`src/rtl/fc_cls_pkg.sv`:
```
// Shared types and defaults for the FC top-K selector.
//   DATA_W / IDX_W         : logit and class-index widths (fixed for the slice)
//   K_DEFAULT              : default number of ranked slots (1..8)
//   NUM_CLASSES_DEFAULT    : default logits per inference
//   fc_state_e             : IDLE / COLLECT / EMIT encoding
//   fc_slot_t              : one ranked-list record {valid, idx, logit}
package fc_cls_pkg;

    localparam int unsigned DATA_W              = 8;
    localparam int unsigned IDX_W               = 11;
    localparam int unsigned K_DEFAULT           = 5;
    localparam int unsigned NUM_CLASSES_DEFAULT = 1000;
    localparam int unsigned RANK_W              = 3;

    typedef enum logic [1:0] {
        ST_IDLE    = 2'd0,
        ST_COLLECT = 2'd1,
        ST_EMIT    = 2'd2
    } fc_state_e;

    typedef struct packed {
        logic              valid;
        logic [IDX_W-1:0]  idx;
        logic [DATA_W-1:0] logit;
    } fc_slot_t;

    // Signed less-than on raw logit bit patterns.
    function automatic logic logit_lt(input logic [DATA_W-1:0] a,
                                      input logic [DATA_W-1:0] b);
        return $signed(a) < $signed(b);
    endfunction

endpackage

```
`src/rtl/fc_topk_select_if.sv`:
```
// Logit stream in / ranked stream out for the FC top-K selector.
//   in_valid, in_class_idx, in_logit, in_done : serial logits from the FC stage
//   out_valid, out_ready                      : ranked-entry handshake
//   out_rank, out_class_idx, out_logit        : ranked-entry payload
// master = producer/consumer side (FC stage + host), slave = selector side.
interface fc_topk_select_if;
    import fc_cls_pkg::*;

    logic              in_valid;
    logic [IDX_W-1:0]  in_class_idx;
    logic [DATA_W-1:0] in_logit;
    logic              in_done;
    logic              out_valid;
    logic              out_ready;
    logic [RANK_W-1:0] out_rank;
    logic [IDX_W-1:0]  out_class_idx;
    logic [DATA_W-1:0] out_logit;

    modport master (
        output in_valid, in_class_idx, in_logit, in_done, out_ready,
        input  out_valid, out_rank, out_class_idx, out_logit
    );

    modport slave (
        input  in_valid, in_class_idx, in_logit, in_done, out_ready,
        output out_valid, out_rank, out_class_idx, out_logit
    );

endinterface

```
`src/rtl/fc_topk_slot.sv`:
```
// One entry of the sorted top-K list.
//   clk, rst     : clock, synchronous active-high reset
//   clear        : invalidate the slot (new inference)
//   we           : a sample is being inserted this cycle
//   insert_here  : this slot is the insertion position
//   shift_in     : insertion is above this slot, take the upper neighbour
//   sample       : incoming sample record
//   upper        : upper neighbour's contents
//   slot         : current contents
//   beaten_c     : slot is invalid or its logit is strictly below the sample
module fc_topk_slot
    import fc_cls_pkg::*;
(
    input  logic     clk,
    input  logic     rst,
    input  logic     clear,
    input  logic     we,
    input  logic     insert_here,
    input  logic     shift_in,
    input  fc_slot_t sample,
    input  fc_slot_t upper,
    output fc_slot_t slot,
    output logic     beaten_c
);

    fc_slot_t slot_q;

    // Slot storage: insert takes priority over shift.
    always_ff @(posedge clk) begin
        if (rst || clear) begin
            slot_q <= '0;
        end else if (we) begin
            if (insert_here) begin
                slot_q <= sample;
            end else if (shift_in) begin
                slot_q <= upper;
            end
        end
    end

    assign slot = slot_q;

    // Equal logits do not beat the slot, so earlier arrivals keep their rank.
    assign beaten_c = !slot_q.valid || logit_lt(slot_q.logit, sample.logit);

endmodule

```
`src/rtl/fc_topk_select.sv`:
```
// Running top-K selector behind the FC classifier stage.
//   clk, rst   : clock, synchronous active-high reset
//   start      : clear the list and begin collecting (honoured in IDLE only)
//   bus        : logit stream in, ranked stream out (fc_topk_select_if.slave)
//   busy       : state is COLLECT or EMIT
//   done       : one-cycle pulse after the last ranked entry is accepted
//   count_err  : sticky sample-count mismatch
// Optional build macro FC_TOPK_COUNT_CHECK_EN enables the sample counter
// behind count_err; without it count_err is tied low.
module fc_topk_select
    import fc_cls_pkg::*;
#(
    parameter int unsigned K           = K_DEFAULT,
    parameter int unsigned NUM_CLASSES = NUM_CLASSES_DEFAULT
) (
    input  logic                 clk,
    input  logic                 rst,
    input  logic                 start,
    fc_topk_select_if.slave      bus,
    output logic                 busy,
    output logic                 done,
    output logic                 count_err
);

    // Pointer is one bit wider than the rank so it can step past K-1.
    localparam int unsigned PTR_W = 4;

    if (K < 1 || K > 8 || NUM_CLASSES == 0) begin : g_bad_params
        $error("fc_topk_select: K must be 1..8 and NUM_CLASSES nonzero");
    end

    fc_state_e         state_q, state_d;
    fc_slot_t          slots  [K];
    fc_slot_t          uppers [K];
    fc_slot_t          sample;
    fc_slot_t          nxt_slot;
    logic [K-1:0]      beaten;
    logic [K-1:0]      insert_here;
    logic [K-1:0]      shift_in;
    logic              clear;
    logic              we;
    logic [PTR_W-1:0]  nxt;

    logic              out_valid_q, out_valid_d;
    logic [RANK_W-1:0] rank_q, rank_d;
    logic [IDX_W-1:0]  idx_q, idx_d;
    logic [DATA_W-1:0] logit_q, logit_d;
    logic              busy_q, busy_d;
    logic              done_q, done_d;

    assign sample = '{valid: 1'b1, idx: bus.in_class_idx, logit: bus.in_logit};

    // Slot chain; each slot shifts from its upper neighbour.
    for (genvar i = 0; i < K; i++) begin : g_slot
        if (i == 0) begin : g_head
            assign uppers[i] = '0;
        end else begin : g_tail
            assign uppers[i] = slots[i-1];
        end

        fc_topk_slot u_slot (
            .clk         (clk),
            .rst         (rst),
            .clear       (clear),
            .we          (we),
            .insert_here (insert_here[i]),
            .shift_in    (shift_in[i]),
            .sample      (sample),
            .upper       (uppers[i]),
            .slot        (slots[i]),
            .beaten_c    (beaten[i])
        );
    end

    // First beaten slot is the insertion point; everything below it shifts.
    always_comb begin : p_prio
        logic seen;
        seen        = 1'b0;
        insert_here = '0;
        shift_in    = '0;
        for (int i = 0; i < K; i++) begin
            insert_here[i] = beaten[i] & ~seen;
            shift_in[i]    = seen;
            seen           = seen | beaten[i];
        end
    end

    // Entry to present next: slot 0 on entry to EMIT, else the one after the current rank.
    always_comb begin
        nxt      = out_valid_q ? PTR_W'(rank_q) + PTR_W'(1) : '0;
        nxt_slot = '0;
        for (int i = 0; i < K; i++) begin
            if (PTR_W'(i) == nxt) begin
                nxt_slot = slots[i];
            end
        end
    end

    // Next-state and registered-output logic.
    always_comb begin
        state_d     = state_q;
        out_valid_d = out_valid_q;
        rank_d      = rank_q;
        idx_d       = idx_q;
        logit_d     = logit_q;
        done_d      = 1'b0;
        clear       = 1'b0;
        we          = 1'b0;

        case (state_q)
            ST_IDLE: begin
                out_valid_d = 1'b0;
                if (start) begin
                    state_d = ST_COLLECT;
                    clear   = 1'b1;
                end
            end
            ST_COLLECT: begin
                we = bus.in_valid;
                if (bus.in_done) begin
                    state_d = ST_EMIT;
                end
            end
            ST_EMIT: begin
                // Valid entries are packed at the top, so the first invalid one ends emission.
                if (!out_valid_q || bus.out_ready) begin
                    if (nxt_slot.valid) begin
                        out_valid_d = 1'b1;
                        rank_d      = RANK_W'(nxt);
                        idx_d       = nxt_slot.idx;
                        logit_d     = nxt_slot.logit;
                    end else begin
                        out_valid_d = 1'b0;
                        done_d      = 1'b1;
                        state_d     = ST_IDLE;
                    end
                end
            end
            default: begin
                state_d = ST_IDLE;
            end
        endcase

        busy_d = (state_d != ST_IDLE);
    end

    // State and output registers.
    always_ff @(posedge clk) begin
        if (rst) begin
            state_q     <= ST_IDLE;
            out_valid_q <= 1'b0;
            rank_q      <= '0;
            idx_q       <= '0;
            logit_q     <= '0;
            busy_q      <= 1'b0;
            done_q      <= 1'b0;
        end else begin
            state_q     <= state_d;
            out_valid_q <= out_valid_d;
            rank_q      <= rank_d;
            idx_q       <= idx_d;
            logit_q     <= logit_d;
            busy_q      <= busy_d;
            done_q      <= done_d;
        end
    end

    assign bus.out_valid     = out_valid_q;
    assign bus.out_rank      = rank_q;
    assign bus.out_class_idx = idx_q;
    assign bus.out_logit     = logit_q;
    assign busy              = busy_q;
    assign done              = done_q;

`ifdef FC_TOPK_COUNT_CHECK_EN
    localparam int unsigned CNT_W = IDX_W + 1;

    logic [CNT_W-1:0] cnt_q, cnt_d, cnt_total;
    logic             err_q, err_d;

    // Count includes a sample arriving in the same cycle as in_done.
    assign cnt_total = cnt_q + CNT_W'(bus.in_valid);

    always_comb begin
        cnt_d = cnt_q;
        err_d = err_q;
        if (state_q == ST_IDLE && start) begin
            cnt_d = '0;
            err_d = 1'b0;
        end else if (state_q == ST_COLLECT) begin
            cnt_d = cnt_total;
            if (bus.in_done && (cnt_total != CNT_W'(NUM_CLASSES))) begin
                err_d = 1'b1;
            end
        end
    end

    always_ff @(posedge clk) begin
        if (rst) begin
            cnt_q <= '0;
            err_q <= 1'b0;
        end else begin
            cnt_q <= cnt_d;
            err_q <= err_d;
        end
    end

    assign count_err = err_q;
`else
    assign count_err = 1'b0;
`endif

endmodule
```
`src/flat_wrapper.sv`:
```
// flat-port wrapper written by rule: the top's interface ports become plain ports
module fc_topk_select_flat import fc_cls_pkg::*;
#(
    parameter int unsigned K           = K_DEFAULT,
    parameter int unsigned NUM_CLASSES = NUM_CLASSES_DEFAULT
)
  (clk, rst, start, busy, done, count_err, bus_in_valid, bus_in_class_idx, bus_in_logit, bus_in_done, bus_out_ready, bus_out_valid, bus_out_rank, bus_out_class_idx, bus_out_logit);
  fc_topk_select_if bus_i ();
  input  logic clk;
  input  logic rst;
  input  logic start;
  output logic busy;
  output logic done;
  output logic count_err;
  input wire logic [$bits(bus_i.in_valid)-1:0] bus_in_valid;
  input wire logic [$bits(bus_i.in_class_idx)-1:0] bus_in_class_idx;
  input wire logic [$bits(bus_i.in_logit)-1:0] bus_in_logit;
  input wire logic [$bits(bus_i.in_done)-1:0] bus_in_done;
  input wire logic [$bits(bus_i.out_ready)-1:0] bus_out_ready;
  output wire logic [$bits(bus_i.out_valid)-1:0] bus_out_valid;
  output wire logic [$bits(bus_i.out_rank)-1:0] bus_out_rank;
  output wire logic [$bits(bus_i.out_class_idx)-1:0] bus_out_class_idx;
  output wire logic [$bits(bus_i.out_logit)-1:0] bus_out_logit;
  assign bus_i.in_valid = bus_in_valid;
  assign bus_i.in_class_idx = bus_in_class_idx;
  assign bus_i.in_logit = bus_in_logit;
  assign bus_i.in_done = bus_in_done;
  assign bus_i.out_ready = bus_out_ready;
  assign bus_out_valid = bus_i.out_valid;
  assign bus_out_rank = bus_i.out_rank;
  assign bus_out_class_idx = bus_i.out_class_idx;
  assign bus_out_logit = bus_i.out_logit;
  fc_topk_select #(.K(K), .NUM_CLASSES(NUM_CLASSES)) u_core (.clk(clk), .rst(rst), .start(start), .bus(bus_i), .busy(busy), .done(done), .count_err(count_err));
endmodule
```
`config.mk`:
```
export PLATFORM = sky130hd
export DESIGN_NAME = fc_topk_select_flat
export DESIGN_NICKNAME = d
export VERILOG_FILES = /design/src/rtl/fc_cls_pkg.sv /design/src/rtl/fc_topk_select_if.sv /design/src/rtl/fc_topk_slot.sv /design/src/rtl/fc_topk_select.sv /design/src/flat_wrapper.sv
export SDC_FILE = /design/constraint.sdc
export NUM_CORES = 1
export LEC_CHECK = 0
export ABC_CLOCK_PERIOD_IN_PS = 6000
export CAP_MARGIN = 40
export CORE_ASPECT_RATIO = 0.6
export CORE_UTILIZATION = 62
export DETAILED_ROUTE_END_ITERATION = 8
export HOLD_SLACK_MARGIN = 0.12
export PLACE_DENSITY_LB_ADDON = 0.15
export SLEW_MARGIN = 20
export SYNTH_ARGS = -nofsm -noshare
export SYNTH_HDL_FRONTEND = slang
export SYNTH_SLANG_ARGS = --single-unit
```
`constraint.sdc`:
```
create_clock -name clk -period 6 [get_ports clk]
set_clock_uncertainty 0.05 [all_clocks]
set_input_delay 1.2 -clock clk [delete_from_list [all_inputs] [get_ports clk]]
set_output_delay 1.2 -clock clk [all_outputs]
set_load 0.005 [all_outputs]
```
* Word-level counts from Yosys, hierarchy flattened
Cells that the tools add are included.
Word-level totals: output and inout bits 26, bits in registers 127, input bits 25, word-level logic and storage cells 103
Cells by class: order comparisons 5, bitwise operators 13, mux-type cells 26, $add $sub $neg 1, eq/ne operators 7, reductions and logical operators 29
Operators with widths (number):
- $mux 20 | 13
- $lt 8x8->1 | 5
- $reduce_and 2->1 | 6
- $reduce_bool 2->1 | 6
- $eq 2x4->1 const A | 2
- $mux 2 | 4
- $logic_or 1x1->1 | 7
- $logic_not 1->1 | 6
- $mux 1 | 6
- $not 1->1 | 6
- $pmux 2 s3 | 1
- $add 3x1->4 const B | 1
- $and 1x1->1 | 4
- $eq 1x4->1 const A | 1
- $eq 3x4->1 const A | 1
- $logic_not 4->1 | 1
- $mux 4 | 1
- $or 1x1->1 | 3
- $reduce_and 3->1 | 1
- $reduce_or 3->1 | 1
- $eq 2x1->1 const B | 1
- $eq 2x2->1 const B | 1
- $logic_not 2->1 | 1
- $ne 2x1->1 const B | 1
- $pmux 1 s2 | 1

* Logic depth before layout (Yosys ltp)
Gate-level depths: netlist of run 1.
depth after elaboration 12, mapped depth 11, mapped depth without buffers 8

* By module
A second synthesis of run 1 with hierarchy kept.
Second synthesis, totals: cells, all modules 824, area, all modules 8076.5 um^2
By module, submodules not included:
- fc_topk_slot | area an instance 1183.6 um^2, cells an instance 116, instances 5, sequential area each 400.4 um^2
- fc_topk_select | area an instance 2158.3 um^2, cells an instance 244, instances 1, sequential area each 540.5 um^2

* Least setup slack after synthesis of run 1
Ideal clock, no wire load.
kind input to register, start point in bus_in_logit[5], end point reg u_core.g_slot[1].u_slot.slot_q (netlist bit u_core.g_slot[1].u_slot.slot[10]), data arrival time 3.242 ns, setup slack 2.576 ns, required time 5.817 ns, stages 10, path buffers 2, library setup time 0.133 ns, path through inv_1 -> ha_1 -> a21o_1 -> a2111oi_1 -> o21ai_0 -> a211oi_1 -> buf_4 -> buf_12 -> mux2i_1 -> a21oi_1
Between the ends: cells in the longest elaborated chain, start to end 6, elaborated cells on any way between the ends 9
Ends and longest elaborated chain:
- start, declared | RTL line flat_wrapper.sv:17 | input wire logic [$bits(bus_i.in_logit)-1:0] bus_in_logit;
- $lt 8x8->1 | RTL line fc_cls_pkg.sv:30 | return $signed(a) < $signed(b);
- $logic_or 1x1->1 | RTL line fc_topk_slot.sv:44 | assign beaten_c = !slot_q.valid || logit_lt(slot_q.logit, sample.logit);
- $not 1->1 | RTL line fc_topk_select.sv:82 | insert_here[i] = beaten[i] & ~seen;
- $and 1x1->1 | RTL line fc_topk_select.sv:82
- $reduce_bool 2->1 (no line)
- $reduce_and 2->1 (no line)
- end signal, assigned | RTL line fc_topk_slot.sv:34 | slot_q <= sample;
- end signal, assigned | RTL line fc_topk_slot.sv:36 | slot_q <= upper;
- end, declared | RTL line fc_topk_slot.sv:26 | fc_slot_t slot_q;
Several ways; a longest one is shown, not always the timed one. A chain may end at the register's enable or synchronous reset.

* Worst setup path after layout of run 1
start point in bus_in_logit[5], end point reg u_core.g_slot[2].u_slot.slot_q (netlist bit u_core.g_slot[2].u_slot.slot[1])
Between the ends: cells in the longest elaborated chain, start to end 7, elaborated cells on any way between the ends 12
Ends and longest elaborated chain:
- $lt 8x8->1 | RTL line fc_cls_pkg.sv:30
- $logic_or 1x1->1 | RTL line fc_topk_slot.sv:44
- $or 1x1->1 | RTL line fc_topk_select.sv:84 | seen = seen | beaten[i];
- $not 1->1 | RTL line fc_topk_select.sv:82
- $and 1x1->1 | RTL line fc_topk_select.sv:82
- $reduce_bool 2->1 (no line)
- $reduce_and 2->1 (no line)
- end signal, assigned | RTL line fc_topk_slot.sv:34
- end signal, assigned | RTL line fc_topk_slot.sv:36
- end, declared | RTL line fc_topk_slot.sv:26
Several ways; a longest one is shown, not always the timed one.

==> metrics.cfg, run 1 <==
[outcome]
outcome=complete, no violations

[cells_and_area]
fin_area_mm2=0.008499
nets=886
antenna_cells=0
finalCoreUtilization_pct=74.73
area_delta_synth_final_pct=16.34
drive_above_1_share_pct=11.95

[synthesis]
synth_edf_count=0
synth_top_family_by_area=compound AO/OA/AOI/OAI gates
ys.flop_type=dfxtp_1
synth-seq-area-share_pct=34.80
synthDistinctLibCells=65
synth_fa_ha_area_share_pct=6.165
synth_compound_gate_area_share_pct=27.38
yosys.area.top_type=dfxtp_1
synth_top_area_share_pct=34.80
synth_area_leaders=dfxtp_1 35%, mux2i_1 11%, ha_1 6.2%
synthCells=798
synth_xor_area_share_pct=0.1199
syn_area_mm2=0.007306
async_reset_ff_share_pct=0
synthSimpleGateAreaFrac_pct=13.97
yosys-top-cells-count=127 x dfxtp_1, 77 x mux2i_1, 55 x o21ai_0
ys_seq_elements=127
ys_warn_count=0
muxShareOfSynthArea_pct=10.55
synth_nets=859
avgSynthCellArea_um2=9.155
synth.most_common_cell=dfxtp_1

[grt]
antenna_found_initial=0
grt_usage_pct=38.98
overflow=0
grt_pass1_wl_um=36080
grt_pass1_vias=6611
grt_max_degree=43

[detailed_routing]
drc=0
drt_iter0_drc=834
dr.pass1.iters=5
wl_um=23020
post_drt_wl_per_cell_um=23.09
vias=6940
ant_nets=0
via_per_inst=6.961

[clock_tree]
cts_tree=done
htreeDepth=4
post_cts_buffers=0
clk_pin_slew_ns=0.06
cts_resized=0
ctsHoldBuffers=0
clock_path_buffers=2
clock-root-buffer=clkbuf_16
cts-buffers-inserted=17
clk_latency_ns=0.42
cts.sinks=127

[place]
gp_congestion=1.012
hpwl_um=15140
placed_cell_area_mm2=0.007920
place_ws_ns=1.183
io_buffers=49

[setup_path]
endpoint_kind=flop
path_common_cell=o2111a_1
start_kind=primary input
cp_slowest_cell=nor2_4
reg2reg_slack_ns=2.30
crit_path_cell_trace=clkdlybuf4s50_1 -> inv_1 -> ha_1 -> a21o_1 -> a2111oi_0 -> o22ai_1 -> o2111a_1 -> nor2_4 -> o2111a_1
crit_type=primary input to flop
crit_required_ns=6.30
arrival_ns=4.80
max_stage_delay_ns=0.69
crit_fanout=19

[pwr]
p_leak_nw=3.210
cellPowerDensity_mw_per_mm2=249.4
ir_drop_v=0.0001844

[sta]
period_needed_ns=4.493
fin_ws_ns=1.507
fmax_mhz=222.6
slew_viol_final=0
max-slew-margin-rel_pct=37.79
tightest_slew_ns=0.9297
setup_tns_ns=0
setup_viol=0
finalHoldViolCount=0
fin_crit_sh_pct=74.88
rsz0062_at_grt=false

[floorplanning]
initial_core_util_pct=64.24
core-area_mm2=0.01137
dieArea_mm2=0.01224
pin_count=51
die_h_um=86.09
chipWidth_um=142.1
core.rowCount=30

[min_path]
hp-class=flop to flop

[job]
drv_cap=0

==> layer usage <==
metal,global-route usage [%],vias up,share of wire [%]
met4,15.84,0,2.8
met5,0,-,0
met3,9.492,70,12
li1,-,3085,-
met2,56.82,477,42
met1,55.03,3308,44
==> worst paths after layout <==
kind         depth (start not counted)                                      from                                      endpoint
min                                  1  u_core.bus.out_class_idx[7]$_SDFFE_PP0P_      u_core.bus.out_class_idx[7]$_SDFFE_PP0P_
max                                  9                           bus_in_logit[5]  u_core.g_slot[2].u_slot.slot[1]$_SDFFE_PP0P_
min reg2reg                          1  u_core.bus.out_class_idx[7]$_SDFFE_PP0P_      u_core.bus.out_class_idx[7]$_SDFFE_PP0P_
max reg2reg                          9       u_core.bus.out_rank[0]$_SDFFE_PP0P_          u_core.bus.out_logit[6]$_SDFFE_PP0P_
==> flip-flops by register name, indices dropped and copies added (netlist names) <==
register / count
u_core.bus.out_logit: 8
u_core.bus.out_rank: 3
u_core.g_slot.u_slot.slot: 100
u_core.state_q: 2
u_core.done: 1
u_core.bus.out_class_idx: 11
u_core.busy: 1
u_core.bus.out_valid: 1
==> cell usage in the layout, fill, tap and decap left out, types with 3 or more instances in the layout <==
cell type          n
a2111oi_0          8
a2111oi_1          3
a2111oi_2         13
a2111oi_4          3
a21o_1             6
a21oi_1           43
a221o_1           19
a221oi_1           3
a22o_1            19
buf_4             19
buf_8              3
clkbuf_16         17
clkdlybuf4s50_1   49
clkinv_2           4
clkinv_4           5
dfxtp_1          127
ha_1              36
inv_1             53
mux2i_1           77
nand2_1           28
nand2b_1          10
nand3_1           18
nand4_1            3
nor2_1            45
nor2b_1            7
nor3_1            26
nor4_1            17
o2111a_1          20
o21a_1             6
o21ai_0           54
o21ai_1            4
o221a_2           16
or3_1             23
==> cells by family (layout without fill, tap and decap cells) <==
group / after synthesis / in the layout
AOI/OAI and AO/OA: 245 / 245
muxes: 77 / 77
other: 1 / 1
DFF: 127 / 127
buffers and inverters: 116 / 155
adders and majority gates: 36 / 36
xor gates and xnor gates: 1 / 1
and+or+nand+nor: 195 / 195
==> worst max-delay path, delay by kind of cell <==
kind	cells	cell delay (ns)
AOI/OAI and AO/OA	5	1.85
adders and majority gates	1	0.34
buffers and inverters	2	0.71
and+or+nand+nor	1	0.69
==> metrics by stage <==
step	hold WS, ns	instances	total power [mW]
after floorplan	0.4046	798	1.034
after global placement	0.4074	962	1.098
after detailed placement	0.4111	966	1.106
after CTS	0.4259	997	2.115
after global routing	0.4518	997	2.173
final	0.4285	997	2.120
==> final cells by class <==
class	instances	area, µm²
timing repair buffer	71	678.2
fill	779	2874
inverter	53	198.9
sequential	127	2542
tap	160	200.2
clock buffer	18	439.2
multi-input combinational	555	4300
clock inverter	13	140.1
==> where the power goes <==
group          switching [mW]  internal [mW]
logic                   0.127         0.0803
clock network           0.403          0.621
registers              0.0223          0.867
total                   0.552           1.57
Power figures use the tool's default switching activity.
==> run 2, diff against run 1 <==
--- a/config.mk
+++ b/config.mk
@@ -5,10 +5,10 @@
 export SDC_FILE = /design/constraint.sdc
 export NUM_CORES = 1
 export LEC_CHECK = 0
-export ABC_CLOCK_PERIOD_IN_PS = 6000
+export ABC_CLOCK_PERIOD_IN_PS = 4430
 export CAP_MARGIN = 40
 export CORE_ASPECT_RATIO = 0.6
-export CORE_UTILIZATION = 62
+export CORE_UTILIZATION = 60
 export DETAILED_ROUTE_END_ITERATION = 8
 export HOLD_SLACK_MARGIN = 0.12
 export PLACE_DENSITY_LB_ADDON = 0.15
==> constraint.sdc (replaced) <==
create_clock -name clk -period 4.43 [get_ports clk]
set_clock_uncertainty 0.05 [all_clocks]
set_input_delay 0.886 -clock clk [delete_from_list [all_inputs] [get_ports clk]]
set_output_delay 0.886 -clock clk [all_outputs]
set_load 0.005 [all_outputs]
==> metrics.cfg, run 2 (synthesis results as in run 1) <==
[outcome]
outcome=complete, no violations

[sta]
period_needed_ns=3.841
max-slew-margin-rel_pct=45.20  ; +7.4 points
finalHoldViolCount=0  ; unchanged
slew_viol_final=0  ; unchanged
rsz0062_at_grt=false
tightest_slew_ns=0.8192  ; -0.1106 ns
setup_tns_ns=0  ; unchanged
fin_crit_sh_pct=86.71
setup_viol=0  ; unchanged
fmax_mhz=260.3

[grt]
grt_pass1_vias=6885  ; +4.1%
grt_usage_pct=39.47  ; +0.48 points
overflow=0  ; unchanged
grt_max_degree=54  ; +26%
grt_pass1_wl_um=36920  ; +2.3%
antenna_found_initial=0  ; unchanged

[setup_path]
crit_required_ns=4.67  ; -1.63 ns
endpoint_kind=flop
start_kind=primary input
arrival_ns=4.08  ; -0.72 ns
crit_type=primary input to flop
crit_fanout=13  ; -6

[cells_and_area]
nets=897  ; +1.2%
multi_input_area_mm2=0.004300  ; unchanged
area_delta_synth_final_pct=18.58
final_common_cell=dfxtp_1
drive_above_1_share_pct=13.19  ; +1.2 points
register_area_mm2=0.002542  ; unchanged
final_cell_mix=127 x dfxtp_1, 77 x mux2i_1, 54 x o21ai_0, 53 x inv_1, 49 x clkdlybuf4s50_1
finalCoreUtilization_pct=74.94  ; +0.20 points
largest_reg_flops=100  ; unchanged
n_fill_cell=828  ; +6.3%
final_cells=1009  ; +1.2%
antenna_cells=0  ; unchanged

[pwr]
p_total_mw=2.934  ; +38%
cellPowerDensity_mw_per_mm2=338.7  ; +36%
p_leak_nw=3.293  ; +2.6%
ir_drop_v=0.0002767  ; +50%

[min_path]
hp-class=flop to flop

[detailed_routing]
vias=7037  ; +1.4%
drt_iter0_drc=744  ; -11%
via_per_inst=6.974  ; +0.19%
ant_nets=0  ; unchanged
wl_um=23860  ; +3.7%
drc=0  ; unchanged
dr.pass1.iters=8  ; +3
post_drt_wl_per_cell_um=23.64  ; +2.4%

[clock_tree]
htreeDepth=4  ; unchanged
cts-buffers-inserted=17  ; unchanged
cts_tree=done
clk_latency_ns=0.42  ; about the same
cts_resized=0  ; unchanged
clk_pin_slew_ns=0.06  ; about the same
cts.sinks=127  ; unchanged
clock-root-buffer=clkbuf_16
post_cts_buffers=0  ; unchanged
ctsHoldBuffers=0  ; unchanged
clock_path_buffers=2  ; unchanged

[job]
drv_cap=0  ; unchanged

[floorplanning]
initial_core_util_pct=63.19  ; -1.0 points
core.rowCount=30  ; unchanged
dieArea_mm2=0.01264  ; +3.3%
chipWidth_um=144.5  ; +1.6%
pin_count=51  ; unchanged
core-area_mm2=0.01156  ; +1.7%
die_h_um=87.48  ; +1.6%

[place]
gp_congestion=0.9596  ; -5.2%
dp_cells=977  ; +1.1%
hpwl_um=15760  ; +4.1%
io_buffers=49  ; unchanged

==> run 2: cell count changes in the layout (fill, tap and decap cells not counted), sizes merged <==
cell      delta
clkinv       -6
clkbuf       -1
inv          +7
clkinvlp     +1
buf         +11
==> run 2: where the power goes <==
group | total [mW] | internal, mW | switching, mW
logic | 0.293 | 0.117 | 0.176
clock network | 1.44 | 0.847 | 0.588
registers | 1.21 | 1.17 | 0.0316
==> run 2: worst paths after layout <==
check / depth (start not counted) / slack [ns] / to / from
max: 11 / 0.59 / u_core.g_slot[1].u_slot.slot[18]$_SDFFE_PP0P_ / bus_in_logit[5]
min reg2reg: 1 / 0.43 / u_core.bus.out_class_idx[0]$_SDFFE_PP0P_ / u_core.bus.out_class_idx[0]$_SDFFE_PP0P_
min: 1 / 0.43 / u_core.bus.out_class_idx[0]$_SDFFE_PP0P_ / u_core.bus.out_class_idx[0]$_SDFFE_PP0P_
max reg2reg: 9 / 0.94 / u_core.bus.out_logit[3]$_SDFFE_PP0P_ / u_core.bus.out_rank[0]$_SDFFE_PP0P_
==> run 2: stage by stage <==
stage | setup WS (ns) | hold WS, ns | area [µm²]
2_1_floorplan | 1.320 | 0.4046 | 7306
3_3_place_gp | 0.2137 | 0.4115 | 8013
3_5_place_dp | 0.2542 | 0.4163 | 8065
4_1_cts | 0.6723 | 0.4336 | 8663
5_1_grt | 0.3090 | 0.4492 | 8663
6_report | 0.5887 | 0.4281 | 8663
==> run 2: critical path, stage by stage <==
cell,delay (ns)
clkdlybuf4s50_1,0.56
inv_1,0.15
ha_1,0.34
a21o_1,0.20
a2111oi_1,0.50
o21ai_0,0.29
buf_4,0.21
a211oi_4,0.23
buf_4,0.35
mux2i_1,0.26
a21oi_1,0.10
==> run 2: layout make-up <==
cell class | count | share of cell area, %
inverters | 53 | 2.296
flip-flops and latches | 127 | 29.35
clock inverters | 15 | 1.993
clock buffers | 17 | 4.910
well taps | 160 | 2.311
multi-input cells | 555 | 49.64
repair buffers | 82 | 9.503
==> run 2: metal layers <==
metal | routed length [µm] | part of all wire (%) | vias to the layer above | track usage [%]
met2 | 10030 | 42 | 522 | 59.00
met4 | 712 | 3.0 | 0 | 14.93
li1 | - | - | 3111 | -
met3 | 3065 | 13 | 86 | 15.17
met1 | 10050 | 42 | 3318 | 51.36
met5 | 0 | 0 | - | 0
==> run 3, diff against run 2 <==
--- a/config.mk
+++ b/config.mk
@@ -6,7 +6,7 @@
 export NUM_CORES = 1
 export LEC_CHECK = 0
 export ABC_CLOCK_PERIOD_IN_PS = 4430
-export CAP_MARGIN = 40
+export CAP_MARGIN = 20
 export CORE_ASPECT_RATIO = 0.6
 export CORE_UTILIZATION = 60
 export DETAILED_ROUTE_END_ITERATION = 8
==> metrics.cfg, run 3 (synthesis results as in run 1) <==
[outcome]
outcome=complete, no violations

[clock_tree]
clk_latency_ns=0.42  ; about the same
cts_tree=done
clock_path_buffers=2  ; unchanged
clock-root-buffer=clkbuf_16
cts.sinks=127  ; unchanged
cts-buffers-inserted=17  ; unchanged
cts_resized=0  ; unchanged
htreeDepth=4  ; unchanged
post_cts_buffers=0  ; unchanged
clk_pin_slew_ns=0.06  ; about the same
ctsHoldBuffers=0  ; unchanged

[setup_path]
start_kind=primary input
r2r_end=u_core.bus.out_logit[3]$_SDFFE_PP0P_
crit_type=primary input to flop
endpoint_kind=flop
crit_required_ns=4.66  ; about the same
reg2reg_slack_ns=0.41  ; -0.53 ns
arrival_ns=4.26  ; +0.18 ns
crit_fanout=15  ; +2
r2r_start=u_core.bus.out_rank[0]$_SDFFE_PP0P_
reg2reg_depth=7  ; -2

[place]
hpwl_um=15440  ; -2.0%
io_buffers=49  ; unchanged
gp_congestion=0.9596  ; unchanged
placed_cell_area_mm2=0.008013  ; -0.65%

[grt]
overflow=0  ; unchanged
grt_usage_pct=39.73  ; +0.26 points
grt_pass1_vias=6732  ; -2.2%
grt_pass1_wl_um=37030  ; +0.30%
grt_max_degree=54  ; unchanged
antenna_found_initial=0  ; unchanged

[detailed_routing]
ant_nets=0  ; unchanged
post_drt_wl_per_cell_um=24.13  ; +2.1%
dr.pass1.iters=8  ; unchanged
drc=0  ; unchanged
vias=7065  ; +0.40%
wl_um=24260  ; +1.7%
via_per_inst=7.030  ; +0.80%
drt_iter0_drc=764  ; +2.7%

[cells_and_area]
final_common_cell=dfxtp_1
n_fill_cell=847  ; +2.3%
nets=893  ; -0.45%
antenna_cells=0  ; unchanged
area_delta_synth_final_pct=17.52
largest_reg_flops=100  ; unchanged
final_cell_mix=127 x dfxtp_1, 77 x mux2i_1, 54 x o21ai_0, 53 x inv_1, 49 x clkdlybuf4s50_1
fin_area_mm2=0.008586  ; -0.90%
drive_above_1_share_pct=12.66  ; -0.53 points

[sta]
finalHoldViolCount=0  ; unchanged
setup_tns_ns=0  ; unchanged
setup_viol=0  ; unchanged
fmax_mhz=248.3  ; -4.6%
slew_viol_final=0  ; unchanged
tightest_slew_ns=1.165  ; +0.3460 ns
fin_crit_sh_pct=90.92  ; +4.2 points
hold_slack_ns=0.4278  ; -0.0002890 ns
rsz0062_at_grt=false
period_needed_ns=4.028  ; +0.1862 ns
max-slew-margin-rel_pct=22.32  ; -23 points

[floorplanning]
die_h_um=87.48  ; unchanged
core.rowCount=30  ; unchanged
core-area_mm2=0.01156  ; unchanged
dieArea_mm2=0.01264  ; unchanged
initial_core_util_pct=63.19  ; unchanged
chipWidth_um=144.5  ; unchanged
pin_count=51  ; unchanged

[job]
drv_cap=0  ; unchanged

[pwr]
cellPowerDensity_mw_per_mm2=333.7  ; -1.5%
ir_drop_v=0.0002575  ; -6.9%
p_leak_nw=3.249  ; -1.3%
p_total_mw=2.865  ; -2.4%

[min_path]
hp-class=flop to flop
whs_path_depth=1  ; unchanged
min_to=u_core.bus.out_class_idx[0]$_SDFFE_PP0P_
hold_start=u_core.bus.out_class_idx[0]$_SDFFE_PP0P_

-- run 3: cell count changes in the layout (fill, tap and decap cells not counted), moves of 2 or more --
cell / previous run / this run
clkinv_4: 2 / 4
inv_6: 6 / 3
buf_6: 2 / 0
buf_8: 2 / 0
-- run 3: per-stage QoR --
stage / util (%) / instances / setup WS (ns)
after detailed placement: 69.31 / 973 / 0.07782
after CTS: 74.26 / 1005 / 0.5252
final: 74.26 / 1005 / 0.4024
after global routing: 74.26 / 1005 / 0.2006
after floorplan: - / 798 / 1.320
after global placement: 69.31 / 973 / 0.2137
-- run 3: worst max-delay path by stage --
stage / startpoint / to / slack (ns) / depth (start not counted)
floorplan: bus_in_logit[5] / u_core.g_slot[1].u_slot.slot[10]$_SDFFE_PP0P_ / 1.32 / 10
global placement: bus_in_logit[4] / u_core.g_slot[3].u_slot.slot[3]$_SDFFE_PP0P_ / 0.21 / 10
detailed placement: bus_in_logit[4] / u_core.g_slot[3].u_slot.slot[3]$_SDFFE_PP0P_ / 0.08 / 10
CTS: bus_in_logit[4] / u_core.g_slot[3].u_slot.slot[3]$_SDFFE_PP0P_ / 0.53 / 10
global route: bus_in_logit[5] / u_core.g_slot[3].u_slot.slot[16]$_SDFFE_PP0P_ / 0.20 / 10
finish: bus_in_logit[4] / u_core.g_slot[3].u_slot.slot[3]$_SDFFE_PP0P_ / 0.40 / 10
-- run 3: final cells by class --
type | count | area, µm² | area share (%)
multi-input cells | 555 | 4300 | 50.09
flip-flops and latches | 127 | 2542 | 29.61
repair buffers | 78 | 770.7 | 8.977
clock buffers | 19 | 442.9 | 5.159
well taps | 160 | 200.2 | 2.332
inverters | 53 | 198.9 | 2.317
clock inverters | 13 | 130.1 | 1.516
-- run 3: power breakdown --
group,leakage [nW],internal [mW],switching (mW)
logic,1.95,0.117,0.177
clock network,0.272,0.798,0.567
registers,1.03,1.17,0.0322
total,3.25,2.09,0.776
-- run 3: critical path, cell delays in order --
cell             delay (ns)
clkdlybuf4s50_1        0.58
inv_1                  0.16
ha_1                   0.31
and4_1                 0.20
o2111ai_1              0.16
o22ai_1                0.47
o2111ai_2              0.67
buf_4                  0.38
nor4_1                 0.36
a2111oi_4              0.07
-- run 3: routing by layer --
| layer | global-route usage (%) | wire length (µm) | vias to the layer above |
|---|---|---|---|
| met5 | 0 | 0 | - |
| met4 | 16.46 | 663 | 0 |
| met3 | 13.08 | 3156 | 76 |
| met2 | 58.13 | 10090 | 540 |
| met1 | 53.55 | 10340 | 3367 |
| li1 | - | - | 3082 |
